==> src/rtl/axi4lite_pkg.sv <==
// Shared AXI4-Lite response codes and the initiator FSM state encoding.
package axi4lite_pkg;

   localparam logic [1:0] RESP_OKAY   = 2'b00;
   localparam logic [1:0] RESP_EXOKAY = 2'b01;
   localparam logic [1:0] RESP_SLVERR = 2'b10;
   localparam logic [1:0] RESP_DECERR = 2'b11;

   typedef enum logic [2:0] {
      ST_IDLE,
      ST_WR,
      ST_WR_RESP,
      ST_RD_ADDR,
      ST_RD_DATA,
      ST_RSP
   } axi4lite_mst_state_e;

endpackage

==> src/rtl/axi4lite_master_adapter_if.sv <==
// AXI4-Lite bus bundle; master drives AW/W/AR plus bready/rready, slave drives the rest.
interface axi4lite_master_adapter_if #(
   parameter int ADDR_WIDTH = 32,
   parameter int DATA_WIDTH = 32
);
   logic [ADDR_WIDTH-1:0]   awaddr;
   logic [2:0]              awprot;
   logic                    awvalid;
   logic                    awready;
   logic [DATA_WIDTH-1:0]   wdata;
   logic [DATA_WIDTH/8-1:0] wstrb;
   logic                    wvalid;
   logic                    wready;
   logic [1:0]              bresp;
   logic                    bvalid;
   logic                    bready;
   logic [ADDR_WIDTH-1:0]   araddr;
   logic [2:0]              arprot;
   logic                    arvalid;
   logic                    arready;
   logic [DATA_WIDTH-1:0]   rdata;
   logic [1:0]              rresp;
   logic                    rvalid;
   logic                    rready;

   modport master (
      output awaddr, awprot, awvalid, wdata, wstrb, wvalid, bready,
      output araddr, arprot, arvalid, rready,
      input  awready, wready, bresp, bvalid, arready, rdata, rresp, rvalid
   );

   modport slave (
      input  awaddr, awprot, awvalid, wdata, wstrb, wvalid, bready,
      input  araddr, arprot, arvalid, rready,
      output awready, wready, bresp, bvalid, arready, rdata, rresp, rvalid
   );
endinterface

==> src/rtl/axi4lite_master_adapter.sv <==
// Single-outstanding AXI4-Lite initiator: valid/ready command in, one AXI read or write, response out.
// Latency: AXI valids one cycle after command accept; response one cycle after B/R handshake.
module axi4lite_master_adapter
   import axi4lite_pkg::*;
#(
   parameter int         ADDR_WIDTH = 32,
   parameter int         DATA_WIDTH = 32,
   parameter int         LAT_WIDTH  = 8,
   parameter logic [2:0] AXI_PROT   = 3'b000
) (
   input  logic                    aclk,
   input  logic                    areset,
   input  logic                    cmd_valid,
   output logic                    cmd_ready,
   input  logic                    cmd_we,
   input  logic [ADDR_WIDTH-1:0]   cmd_addr,
   input  logic [DATA_WIDTH-1:0]   cmd_wdata,
   input  logic [DATA_WIDTH/8-1:0] cmd_wstrb,
   output logic                    rsp_valid,
   input  logic                    rsp_ready,
   output logic                    rsp_we,
   output logic [DATA_WIDTH-1:0]   rsp_rdata,
   output logic [1:0]              rsp_resp,
   output logic [LAT_WIDTH-1:0]    rsp_lat,
   output logic                    busy,
   axi4lite_master_adapter_if.master m_axi
);

   axi4lite_mst_state_e     state_q;
   logic [ADDR_WIDTH-1:0]   addr_q;
   logic [DATA_WIDTH-1:0]   wdata_q;
   logic [DATA_WIDTH/8-1:0] wstrb_q;
   logic                    awvalid_q, wvalid_q, arvalid_q, bready_q, rready_q;
   logic                    aw_done_q, w_done_q;
   logic [LAT_WIDTH-1:0]    lat_q;
   logic                    rsp_valid_q, rsp_we_q;
   logic [DATA_WIDTH-1:0]   rsp_rdata_q;
   logic [1:0]              rsp_resp_q;
   logic [LAT_WIDTH-1:0]    rsp_lat_q;

   logic                    aw_hs, w_hs;
   logic [LAT_WIDTH-1:0]    lat_inc;

   assign aw_hs   = awvalid_q && m_axi.awready;
   assign w_hs    = wvalid_q && m_axi.wready;
   assign lat_inc = (lat_q == '1) ? lat_q : lat_q + LAT_WIDTH'(1);

   always_ff @(posedge aclk or posedge areset) begin
      if (areset) begin
         state_q     <= ST_IDLE;
         addr_q      <= '0;
         wdata_q     <= '0;
         wstrb_q     <= '0;
         awvalid_q   <= 1'b0;
         wvalid_q    <= 1'b0;
         arvalid_q   <= 1'b0;
         bready_q    <= 1'b0;
         rready_q    <= 1'b0;
         aw_done_q   <= 1'b0;
         w_done_q    <= 1'b0;
         lat_q       <= '0;
         rsp_valid_q <= 1'b0;
         rsp_we_q    <= 1'b0;
         rsp_rdata_q <= '0;
         rsp_resp_q  <= '0;
         rsp_lat_q   <= '0;
      end else begin
         case (state_q)
            ST_IDLE: begin
               if (cmd_valid) begin
                  addr_q  <= cmd_addr;
                  wdata_q <= cmd_wdata;
                  wstrb_q <= cmd_wstrb;
                  // The first valid cycle is already counted, so a zero-wait access reports 2.
                  lat_q   <= LAT_WIDTH'(1);
                  if (cmd_we) begin
                     awvalid_q <= 1'b1;
                     wvalid_q  <= 1'b1;
                     aw_done_q <= 1'b0;
                     w_done_q  <= 1'b0;
                     state_q   <= ST_WR;
                  end else begin
                     arvalid_q <= 1'b1;
                     state_q   <= ST_RD_ADDR;
                  end
               end
            end
            ST_WR: begin
               lat_q <= lat_inc;
               if (aw_hs) begin
                  awvalid_q <= 1'b0;
                  aw_done_q <= 1'b1;
               end
               if (w_hs) begin
                  wvalid_q <= 1'b0;
                  w_done_q <= 1'b1;
               end
               if ((aw_done_q || aw_hs) && (w_done_q || w_hs)) begin
                  bready_q <= 1'b1;
                  state_q  <= ST_WR_RESP;
               end
            end
            ST_WR_RESP: begin
               if (m_axi.bvalid) begin
                  bready_q    <= 1'b0;
                  rsp_valid_q <= 1'b1;
                  rsp_we_q    <= 1'b1;
                  rsp_rdata_q <= '0;
                  rsp_resp_q  <= m_axi.bresp;
                  rsp_lat_q   <= lat_q;
                  state_q     <= ST_RSP;
               end else begin
                  lat_q <= lat_inc;
               end
            end
            ST_RD_ADDR: begin
               lat_q <= lat_inc;
               if (m_axi.arready) begin
                  arvalid_q <= 1'b0;
                  rready_q  <= 1'b1;
                  state_q   <= ST_RD_DATA;
               end
            end
            ST_RD_DATA: begin
               if (m_axi.rvalid) begin
                  rready_q    <= 1'b0;
                  rsp_valid_q <= 1'b1;
                  rsp_we_q    <= 1'b0;
                  rsp_rdata_q <= m_axi.rdata;
                  rsp_resp_q  <= m_axi.rresp;
                  rsp_lat_q   <= lat_q;
                  state_q     <= ST_RSP;
               end else begin
                  lat_q <= lat_inc;
               end
            end
            ST_RSP: begin
               if (rsp_ready) begin
                  rsp_valid_q <= 1'b0;
                  state_q     <= ST_IDLE;
               end
            end
            default: state_q <= ST_IDLE;
         endcase
      end
   end

   assign cmd_ready     = (state_q == ST_IDLE) && !areset;
   assign busy          = (state_q != ST_IDLE);
   assign rsp_valid     = rsp_valid_q;
   assign rsp_we        = rsp_we_q;
   assign rsp_rdata     = rsp_rdata_q;
   assign rsp_resp      = rsp_resp_q;
   assign rsp_lat       = rsp_lat_q;

   assign m_axi.awaddr  = addr_q;
   assign m_axi.awprot  = AXI_PROT;
   assign m_axi.awvalid = awvalid_q;
   assign m_axi.wdata   = wdata_q;
   assign m_axi.wstrb   = wstrb_q;
   assign m_axi.wvalid  = wvalid_q;
   assign m_axi.bready  = bready_q;
   assign m_axi.araddr  = addr_q;
   assign m_axi.arprot  = AXI_PROT;
   assign m_axi.arvalid = arvalid_q;
   assign m_axi.rready  = rready_q;

endmodule

==> src/flat_wrapper.sv <==
// flat-port wrapper written by rule: the top's interface ports become plain ports
module axi4lite_master_adapter_flat import axi4lite_pkg::*;
#(
   parameter int         ADDR_WIDTH = 32,
   parameter int         DATA_WIDTH = 32,
   parameter int         LAT_WIDTH  = 8,
   parameter logic [2:0] AXI_PROT   = 3'b000
)
  (aclk, areset, cmd_valid, cmd_ready, cmd_we, cmd_addr, cmd_wdata, cmd_wstrb, rsp_valid, rsp_ready, rsp_we, rsp_rdata, rsp_resp, rsp_lat, busy, m_axi_awaddr, m_axi_awprot, m_axi_awvalid, m_axi_wdata, m_axi_wstrb, m_axi_wvalid, m_axi_bready, m_axi_araddr, m_axi_arprot, m_axi_arvalid, m_axi_rready, m_axi_awready, m_axi_wready, m_axi_bresp, m_axi_bvalid, m_axi_arready, m_axi_rdata, m_axi_rresp, m_axi_rvalid);
  axi4lite_master_adapter_if #(.ADDR_WIDTH(ADDR_WIDTH), .DATA_WIDTH(DATA_WIDTH)) m_axi_i ();
  input  logic aclk;
  input  logic areset;
  input  logic cmd_valid;
  output logic cmd_ready;
  input  logic cmd_we;
  input  logic [ADDR_WIDTH-1:0] cmd_addr;
  input  logic [DATA_WIDTH-1:0] cmd_wdata;
  input  logic [DATA_WIDTH/8-1:0] cmd_wstrb;
  output logic rsp_valid;
  input  logic rsp_ready;
  output logic rsp_we;
  output logic [DATA_WIDTH-1:0] rsp_rdata;
  output logic [1:0] rsp_resp;
  output logic [LAT_WIDTH-1:0] rsp_lat;
  output logic busy;
  output wire logic [$bits(m_axi_i.awaddr)-1:0] m_axi_awaddr;
  output wire logic [$bits(m_axi_i.awprot)-1:0] m_axi_awprot;
  output wire logic [$bits(m_axi_i.awvalid)-1:0] m_axi_awvalid;
  output wire logic [$bits(m_axi_i.wdata)-1:0] m_axi_wdata;
  output wire logic [$bits(m_axi_i.wstrb)-1:0] m_axi_wstrb;
  output wire logic [$bits(m_axi_i.wvalid)-1:0] m_axi_wvalid;
  output wire logic [$bits(m_axi_i.bready)-1:0] m_axi_bready;
  output wire logic [$bits(m_axi_i.araddr)-1:0] m_axi_araddr;
  output wire logic [$bits(m_axi_i.arprot)-1:0] m_axi_arprot;
  output wire logic [$bits(m_axi_i.arvalid)-1:0] m_axi_arvalid;
  output wire logic [$bits(m_axi_i.rready)-1:0] m_axi_rready;
  input wire logic [$bits(m_axi_i.awready)-1:0] m_axi_awready;
  input wire logic [$bits(m_axi_i.wready)-1:0] m_axi_wready;
  input wire logic [$bits(m_axi_i.bresp)-1:0] m_axi_bresp;
  input wire logic [$bits(m_axi_i.bvalid)-1:0] m_axi_bvalid;
  input wire logic [$bits(m_axi_i.arready)-1:0] m_axi_arready;
  input wire logic [$bits(m_axi_i.rdata)-1:0] m_axi_rdata;
  input wire logic [$bits(m_axi_i.rresp)-1:0] m_axi_rresp;
  input wire logic [$bits(m_axi_i.rvalid)-1:0] m_axi_rvalid;
  assign m_axi_awaddr = m_axi_i.awaddr;
  assign m_axi_awprot = m_axi_i.awprot;
  assign m_axi_awvalid = m_axi_i.awvalid;
  assign m_axi_wdata = m_axi_i.wdata;
  assign m_axi_wstrb = m_axi_i.wstrb;
  assign m_axi_wvalid = m_axi_i.wvalid;
  assign m_axi_bready = m_axi_i.bready;
  assign m_axi_araddr = m_axi_i.araddr;
  assign m_axi_arprot = m_axi_i.arprot;
  assign m_axi_arvalid = m_axi_i.arvalid;
  assign m_axi_rready = m_axi_i.rready;
  assign m_axi_i.awready = m_axi_awready;
  assign m_axi_i.wready = m_axi_wready;
  assign m_axi_i.bresp = m_axi_bresp;
  assign m_axi_i.bvalid = m_axi_bvalid;
  assign m_axi_i.arready = m_axi_arready;
  assign m_axi_i.rdata = m_axi_rdata;
  assign m_axi_i.rresp = m_axi_rresp;
  assign m_axi_i.rvalid = m_axi_rvalid;
  axi4lite_master_adapter #(.ADDR_WIDTH(ADDR_WIDTH), .DATA_WIDTH(DATA_WIDTH), .LAT_WIDTH(LAT_WIDTH), .AXI_PROT(AXI_PROT)) u_core (.aclk(aclk), .areset(areset), .cmd_valid(cmd_valid), .cmd_ready(cmd_ready), .cmd_we(cmd_we), .cmd_addr(cmd_addr), .cmd_wdata(cmd_wdata), .cmd_wstrb(cmd_wstrb), .rsp_valid(rsp_valid), .rsp_ready(rsp_ready), .rsp_we(rsp_we), .rsp_rdata(rsp_rdata), .rsp_resp(rsp_resp), .rsp_lat(rsp_lat), .busy(busy), .m_axi(m_axi_i));
endmodule
==> config.mk <==
export PLATFORM = sky130hd
export DESIGN_NAME = axi4lite_master_adapter_flat
export DESIGN_NICKNAME = d
export VERILOG_FILES = /design/src/rtl/axi4lite_pkg.sv /design/src/rtl/axi4lite_master_adapter_if.sv /design/src/rtl/axi4lite_master_adapter.sv /design/src/flat_wrapper.sv
export SDC_FILE = /design/constraint.sdc
export NUM_CORES = 1
export LEC_CHECK = 0
export ABC_AREA = 1
export BUFFER_PORTS_ARGS = -buffer_cell sky130_fd_sc_hd__clkbuf_2
export CAP_MARGIN = 20
export CORE_MARGIN = 2
export CORE_UTILIZATION = 47
export CTS_CLUSTER_DIAMETER = 80
export CTS_CLUSTER_SIZE = 14
export DETAILED_ROUTE_END_ITERATION = 10
export PLACE_DENSITY = 0.84
export RECOVER_POWER = 50
export SLEW_MARGIN = 10
export SYNTH_ARGS = -nofsm -noshare
export SYNTH_HDL_FRONTEND = slang
export SYNTH_SLANG_ARGS = --single-unit
==> constraint.sdc <==
create_clock -name aclk -period 5.9 [get_ports aclk]
set_input_delay 1.18 -clock aclk [delete_from_list [all_inputs] [get_ports aclk]]
set_output_delay 1.18 -clock aclk [all_outputs]
set_load 0.01 [all_outputs]
==> run metrics, run 1 <==
antenna fix cells=0; CTS Buffer Depth=2; area leader, netlist=dfrtp_1; Seq pwr share=36.4%; Final Setup Violations=0; clk slew on worst S/H paths=approximately 0.05 ns; vias in the first global route=4363; FILL cells=about 1.1k; die area=13300 um2; Placer Congestion=around 0.8; Sw Pwr=approximately 1700 uW; grt total ovfl=0; Iteration-0 DRC Markers=~390; mux cell area share after synthesis=approximately 14%; CP arrival=approximately 4.6 ns; top achievable clock speed=~230 MHz; nets=between 800 and 900; FF-to-FF End=u_core.m_axi.wdata[24]; Post-Syn Area=between 5000 and 6000 um2; minimum hold slack=0.469 ns; antenna violations before repair=0; XOR/XNOR Fraction of Synth Area=0%; DRC=0; worst r2r src=u_core.state_q[1]; post-route cell area=about 7400 um2; hpwl dp=10.2 mm; worst skew pair latency=a little over 0.4 ns; async set or reset register ratio after synthesis=between 90% and 100%; Clock Tree Root=clkbuf_16; final hold viol count=0; post-CTS sizing=0; DP Worst Slack=between 2 and 2.5 ns; synth top area cells=dfrtp_1, mux2_2, nand3_1; critical path peak fanout=37; Critical Path RT=about 6.2 ns; core box area=about 12000 um2; port buffer count=264; LEAKAGE=0.00378 uW; H-tree levels=4; Crit. End Element=register; CTS tree=built; Tmin final=approximately 4.3 ns; clock power share=24.3%; Worst-Margin Slew=~3.2 ns; crit path cell chain=clkbuf_2 -> inv_1 -> nor2_1 -> buf_4 -> mux2_2; Post-CTS Setup Bufs=0; Max-Cap Viols=3; Max-slew headroom=-112%; DRT antenna net count=0; main combinational cell family by area after synthesis=simple AND/OR/NAND/NOR gates; final setup margin=around 1.6 ns; sequential area share after synthesis=between 50 and 60%; Placed Area=between 6000 and 7000 um2; Yosys warnings=0; routed vias=4546; Hold-fix buffers, CTS=0; Buf/Inv on CP=3; Hold EP=u_core.w_done_q; setup_tns=0 ns; TritonRoute pass-1 iters=4; Slowest cell on crit path=nor2_1; cell depth of the worst flop-to-flop path=5; Max stage delay on crit path=approximately 2.1 ns; Pint=roughly 2800 uW; Tot GR Track Use=between 20% and 30%; ys flop type=dfrtp_1; sw frac=between 30% and 40%; post-synthesis adder-cell area fraction=less than 1%; maximum VDD drop=~240 uV; CP Class=input pin to register; Die Height=about 120 um; Combinational Power Share=39.3%; # rows=40; pwr/cell area=~600 nW/um2; RSZ-0062 raised after global routing=no; layout cell share with drive strength beyond 1=roughly 37%; Reg2Reg Setup Slack=approximately 1.7 ns; first-pass GRT wire length=between 20 and 25 mm; CTS sink count=130; I/O pin count=roughly 270; width of the die=115 um; Tcrit/Tclk final=roughly 72%; HP Start=u_core.w_done_q; Syn Area/Cell=between 10 and 15 um2; hold depth=2; WL final=between 10 and 15 mm; simple-gate share of the synthesized area=between 15 and 20%; Routed wire per std cell=roughly 15 um; largest net degree at the start of global routing=73; Post-Route Utilization=between 60% and 70%; post-synth top area share=between 50% and 60%; failing checks=capacitance limit, slew limit; post-synthesis compound-gate area fraction=under 10%; Clock Skew=around 0.0050 ns; via/cell ratio=4.85; number of synthesized flops with an enable pin=0; Crit path max-delay family=simple AND/OR/NAND/NOR gates; Gate Count Post-Synth=approximately 530; Unique masters post-synth=27; max-slew violation count=between 100 and 150; CP startpoint kind=input pin; status=finished with violations; Hold Path Class=register to register; Num CTS Buffers=17; number of synthesized register bits=130; area delta synth->final=27.3%; Initial Util=around half
## synth_stat cells, types with 2 or more instances
cell type / instances
nand3_1: 82
mux2_2: 48
buf_2: 6
nand2_1: 99
inv_2: 2
buf_6: 3
buf_4: 42
clkbuf_1: 7
inv_1: 21
buf_8: 2
buf_1: 3
mux2_4: 20
a31oi_1: 3
a21oi_1: 9
nor2_1: 22
o21ai_0: 10
dfrtp_1: 130
o21ai_2: 8
nand2_2: 6
## cell type report
type                       count  area, um2  area share [%]
clock buffer                  26        519            7.02
clock inverter                 4       95.1            1.29
inverter                      23       87.6            1.18
multi-input combinational    320       2010            27.2
sequential                   130       3250            44.0
tap                          168        210            2.84
timing repair buffer         266       1220            16.5
## registers in the layout, indices dropped and copies added, names as in the netlist
name / cells
u_core.aw_done_q: 1
u_core.lat_q: 8
u_core.m_axi.araddr: 32
u_core.m_axi.arvalid: 1
u_core.m_axi.awvalid: 1
u_core.m_axi.bready: 1
u_core.m_axi.rready: 1
u_core.m_axi.wdata: 32
u_core.m_axi.wstrb: 4
u_core.m_axi.wvalid: 1
u_core.rsp_lat: 8
u_core.rsp_rdata: 32
u_core.rsp_resp: 2
u_core.rsp_valid: 1
u_core.rsp_we: 1
u_core.state_q: 3
u_core.w_done_q: 1
## power groups by stage
stage          Combinational (uW)  Clock, uW  Sequential [uW]
2_1_floorplan                1120          0             1770
3_3_place_gp                 1800          0             1610
3_5_place_dp                 1850          0             1630
4_1_cts                      1860       1100             1630
5_1_grt                      1920       1130             1680
6_report                     1750       1080             1620
## placed cells by master (no fill, tap or decap), types with 6 or more instances in the layout
cell type,n
conb_1,6
nand3_1,82
clkbuf_16,17
clkbuf_2,171
a21oi_1,9
clkbuf_1,96
o21ai_0,10
clkbuf_8,6
nor2_1,23
dfrtp_1,130
inv_1,20
nand2_2,6
mux2_2,47
nand2_1,99
mux2_4,20
o21ai_2,8
## how the worst max path moves through the flow
stage	startpoint	end	slack [ns]	cells past startpoint
3_5_place_dp	m_axi_rvalid	u_core.lat_q[7]	2.02	7
6_report	cmd_valid	u_core.m_axi.wdata[24]	1.63	5
4_1_cts	m_axi_rvalid	u_core.lat_q[3]	2.45	7
2_1_floorplan	areset	u_core.aw_done_q	1.25	1
5_1_grt	cmd_valid	u_core.m_axi.araddr[29]	1.31	5
3_3_place_gp	m_axi_rvalid	u_core.lat_q[3]	2.05	7
## worst reg2reg max path: stages (launching register included)
cell and delay [ns]:
dfrtp_1 0.48, nor2_4 0.21, nand2_4 0.10, nor2_1 2.13
buf_4 0.74, mux2_2 0.41
## logic make-up after synthesis
group,Yosys count
and+or+nand+nor,215
DFF,130
buffers and inverters,86
muxes,68
AOI/OAI and AO/OA,30
adders and majority gates,1
other,1
## metrics by stage
step,power (uW),std cells
CTS,4590,937
global route,4740,937
global placement,3410,907
floorplan,2890,536
finish,4460,937
detailed placement,3480,907
## metal layers
layer | track usage, % | vias up | routed length, um
li1 | - | 2178 | -
met1 | 24.4 | 2153 | 5490
met2 | 37.5 | 187 | 7520
met3 | 5.43 | 28 | 894
met4 | 10.4 | 0 | 412
met5 | 0 | - | 0
Power figures use the tool's default switching activity.
==> run 2: changes to the inputs <==
==> constraint.sdc (replaced) <==
create_clock -name aclk -period 4.33 [get_ports aclk]
set_input_delay 0.866 -clock aclk [delete_from_list [all_inputs] [get_ports aclk]]
set_output_delay 0.866 -clock aclk [all_outputs]
set_load 0.01 [all_outputs]
==> run 2 against run 1 <==
- the run still ends with capacitance limit, slew limit left
- utilization rose by 1.4 points
- total power increased by 41%
- clock skew about the same
- hold slack better by 0.0067 ns
- largest cell class unchanged
==> run metrics, run 2 (synthesis results as in run 1) <==
status=finished with violations; failing checks=capacitance limit, slew limit; Hold-fix buffers, CTS=0; Max-slew headroom=-16.5%; CTS tree=built; worst skew pair latency=a little over 0.4 ns; Die Height=~120 um; Tmin final=2.89 ns; Initial Util=approximately half; CTS sink count=between 100 and 150; TritonRoute pass-1 iters=6; clk slew on worst S/H paths=0.06 ns; hold depth=2; minimum hold slack=~0.48 ns; critical path peak fanout=36; port buffer count=around 260; Combinational Power Share=between 30% and 40%; post-route insts no fill=about 940; HP Start=u_core.w_done_q; sw frac=between 30 and 40%; maximum VDD drop=approximately 340 uV; Post-Route Utilization=between 60% and 70%; vias in the first global route=approximately 4.5k; Clock Tree Root=clkbuf_16; final hold viol count=0; clock power share=approximately 26%; first-pass GRT wire length=22.1 mm; Post-CTS Setup Bufs=0; routed vias=4586; CP startpoint kind=input pin; nets=approximately 880; CP arrival=roughly 3.2 ns; most frequent cells in the layout=clkbuf_2, dfrtp_1, nand2_1; Pint=about 4000 uW; hpwl dp=about 11 mm; Num CTS Buffers=17; Seq pwr share=between 30% and 40%; crit path cell chain=clkbuf_1 -> nand3_2 -> buf_4 -> nand2_1 -> buf_4 -> nor2_1 -> nand2_2 -> nand2_1 -> o21ai_2; via/cell ratio=4.87; FF-to-FF End=u_core.lat_q[7]; LEAKAGE=slightly below 0.004 uW; RSZ-0062 raised after global routing=no; width of the die=about 120 um; most common cell after layout, fill and taps aside=clkbuf_2; CTS Buffer Depth=2; cell depth of the worst flop-to-flop path=8; top achievable clock speed=346 MHz; layout cell share with drive strength beyond 1=approximately two fifths; WL final=between 10 and 15 mm; Tot GR Track Use=a little over a fifth; Worst-Margin Slew=1.74 ns; area delta synth->final=30.2%; H-tree levels=4; CP Class=input pin to register; FILL cells=1046; Clock Skew=0.00538 ns; core box area=around 12000 um2; Routed wire per std cell=roughly 15 um; pwr/cell area=approximately 830 nW/um2; max-slew violation count=39; antenna fix cells=0; grt total ovfl=0; Placer Congestion=roughly 0.81; Crit. End Element=register; Max stage delay on crit path=about 0.99 ns; worst r2r src=u_core.state_q[2]; # rows=40; Hold Path Class=register to register; Placed Cells=910; die area=around 13000 um2; Max-Cap Viols=1; Reg2Reg Setup Slack=1.97 ns; Slowest cell on crit path=clkbuf_1; setup_tns=0 ns; DRC=0; Buf/Inv on CP=3; largest net degree at the start of global routing=93; post-CTS sizing=0; Sw Pwr=2310 uW; Tcrit/Tclk final=66.8%; Final Setup Violations=0; DRT antenna net count=0; Iteration-0 DRC Markers=276; Critical Path RT=4.67 ns; antenna violations before repair=0; Crit path max-delay family=buffers and inverters; I/O pin count=between 200 and 300; Hold EP=u_core.w_done_q
-- run 2: cell count changes in the layout (fill, tap and decap cells not counted), moves of 2 or more --
cell,delta
clkbuf_8,-4
buf_4,+2
clkinvlp_4,+3
clkbuf_2,+25
bufinv_16,+3
clkbuf_1,-28
-- run 2: worst max-delay path by stage --
stage	from	to	depth (start not counted)
after floorplan	areset	u_core.aw_done_q	1
after global placement	m_axi_rvalid	u_core.lat_q[4]	9
after detailed placement	m_axi_rvalid	u_core.lat_q[6]	9
after CTS	u_core.state_q[1]	cmd_ready	4
after global routing	m_axi_rvalid	u_core.lat_q[6]	9
final	m_axi_rvalid	u_core.lat_q[7]	9
-- run 2: metrics by stage --
| step | setup WS [ns] | power [uW] | cell area [um2] |
|---|---|---|---|
| floorplan | 1.85 | 3940 | 5830 |
| global placement | 1.51 | 4670 | 6970 |
| detailed placement | 1.48 | 4770 | 6970 |
| CTS | 1.91 | 6430 | 7650 |
| global route | 1.20 | 6680 | 7560 |
| finish | 1.44 | 6280 | 7560 |
-- run 2: final cells by class --
class	instances	area, um2	area share, %
flip-flops and latches	130	3250	43.0
multi-input cells	320	2040	27.0
repair buffers	269	1290	17.0
clock buffers	19	453	5.99
clock inverters	13	230	3.04
well taps	168	210	2.78
inverters	23	87.6	1.16
-- run 2: power by group through the flow --
stage / clock network, uW / registers, uW / logic, uW
after floorplan: 0 / 2410 / 1530
after global placement: 0 / 2190 / 2480
after detailed placement: 0 / 2230 / 2540
after CTS: 1660 / 2210 / 2560
after global routing: 1720 / 2280 / 2680
final: 1630 / 2210 / 2440
-- run 2: routing by layer --
layer / routed length [um] / vias to the layer above / GRT usage, %
met5: 5 / - / 0
met3: 858 / 44 / 5.80
li1: - / 2188 / -
met1: 5430 / 2177 / 23.7
met4: 701 / 2 / 14.0
met2: 7430 / 175 / 37.5
-- run 2: tightest hold or removal path: cells and delay by family (launching register included) --
| kind | cells | cell delay, ns |
|---|---|---|
| DFF | 1 | 0.34 |
| and+or+nand+nor | 2 | 0.10 |
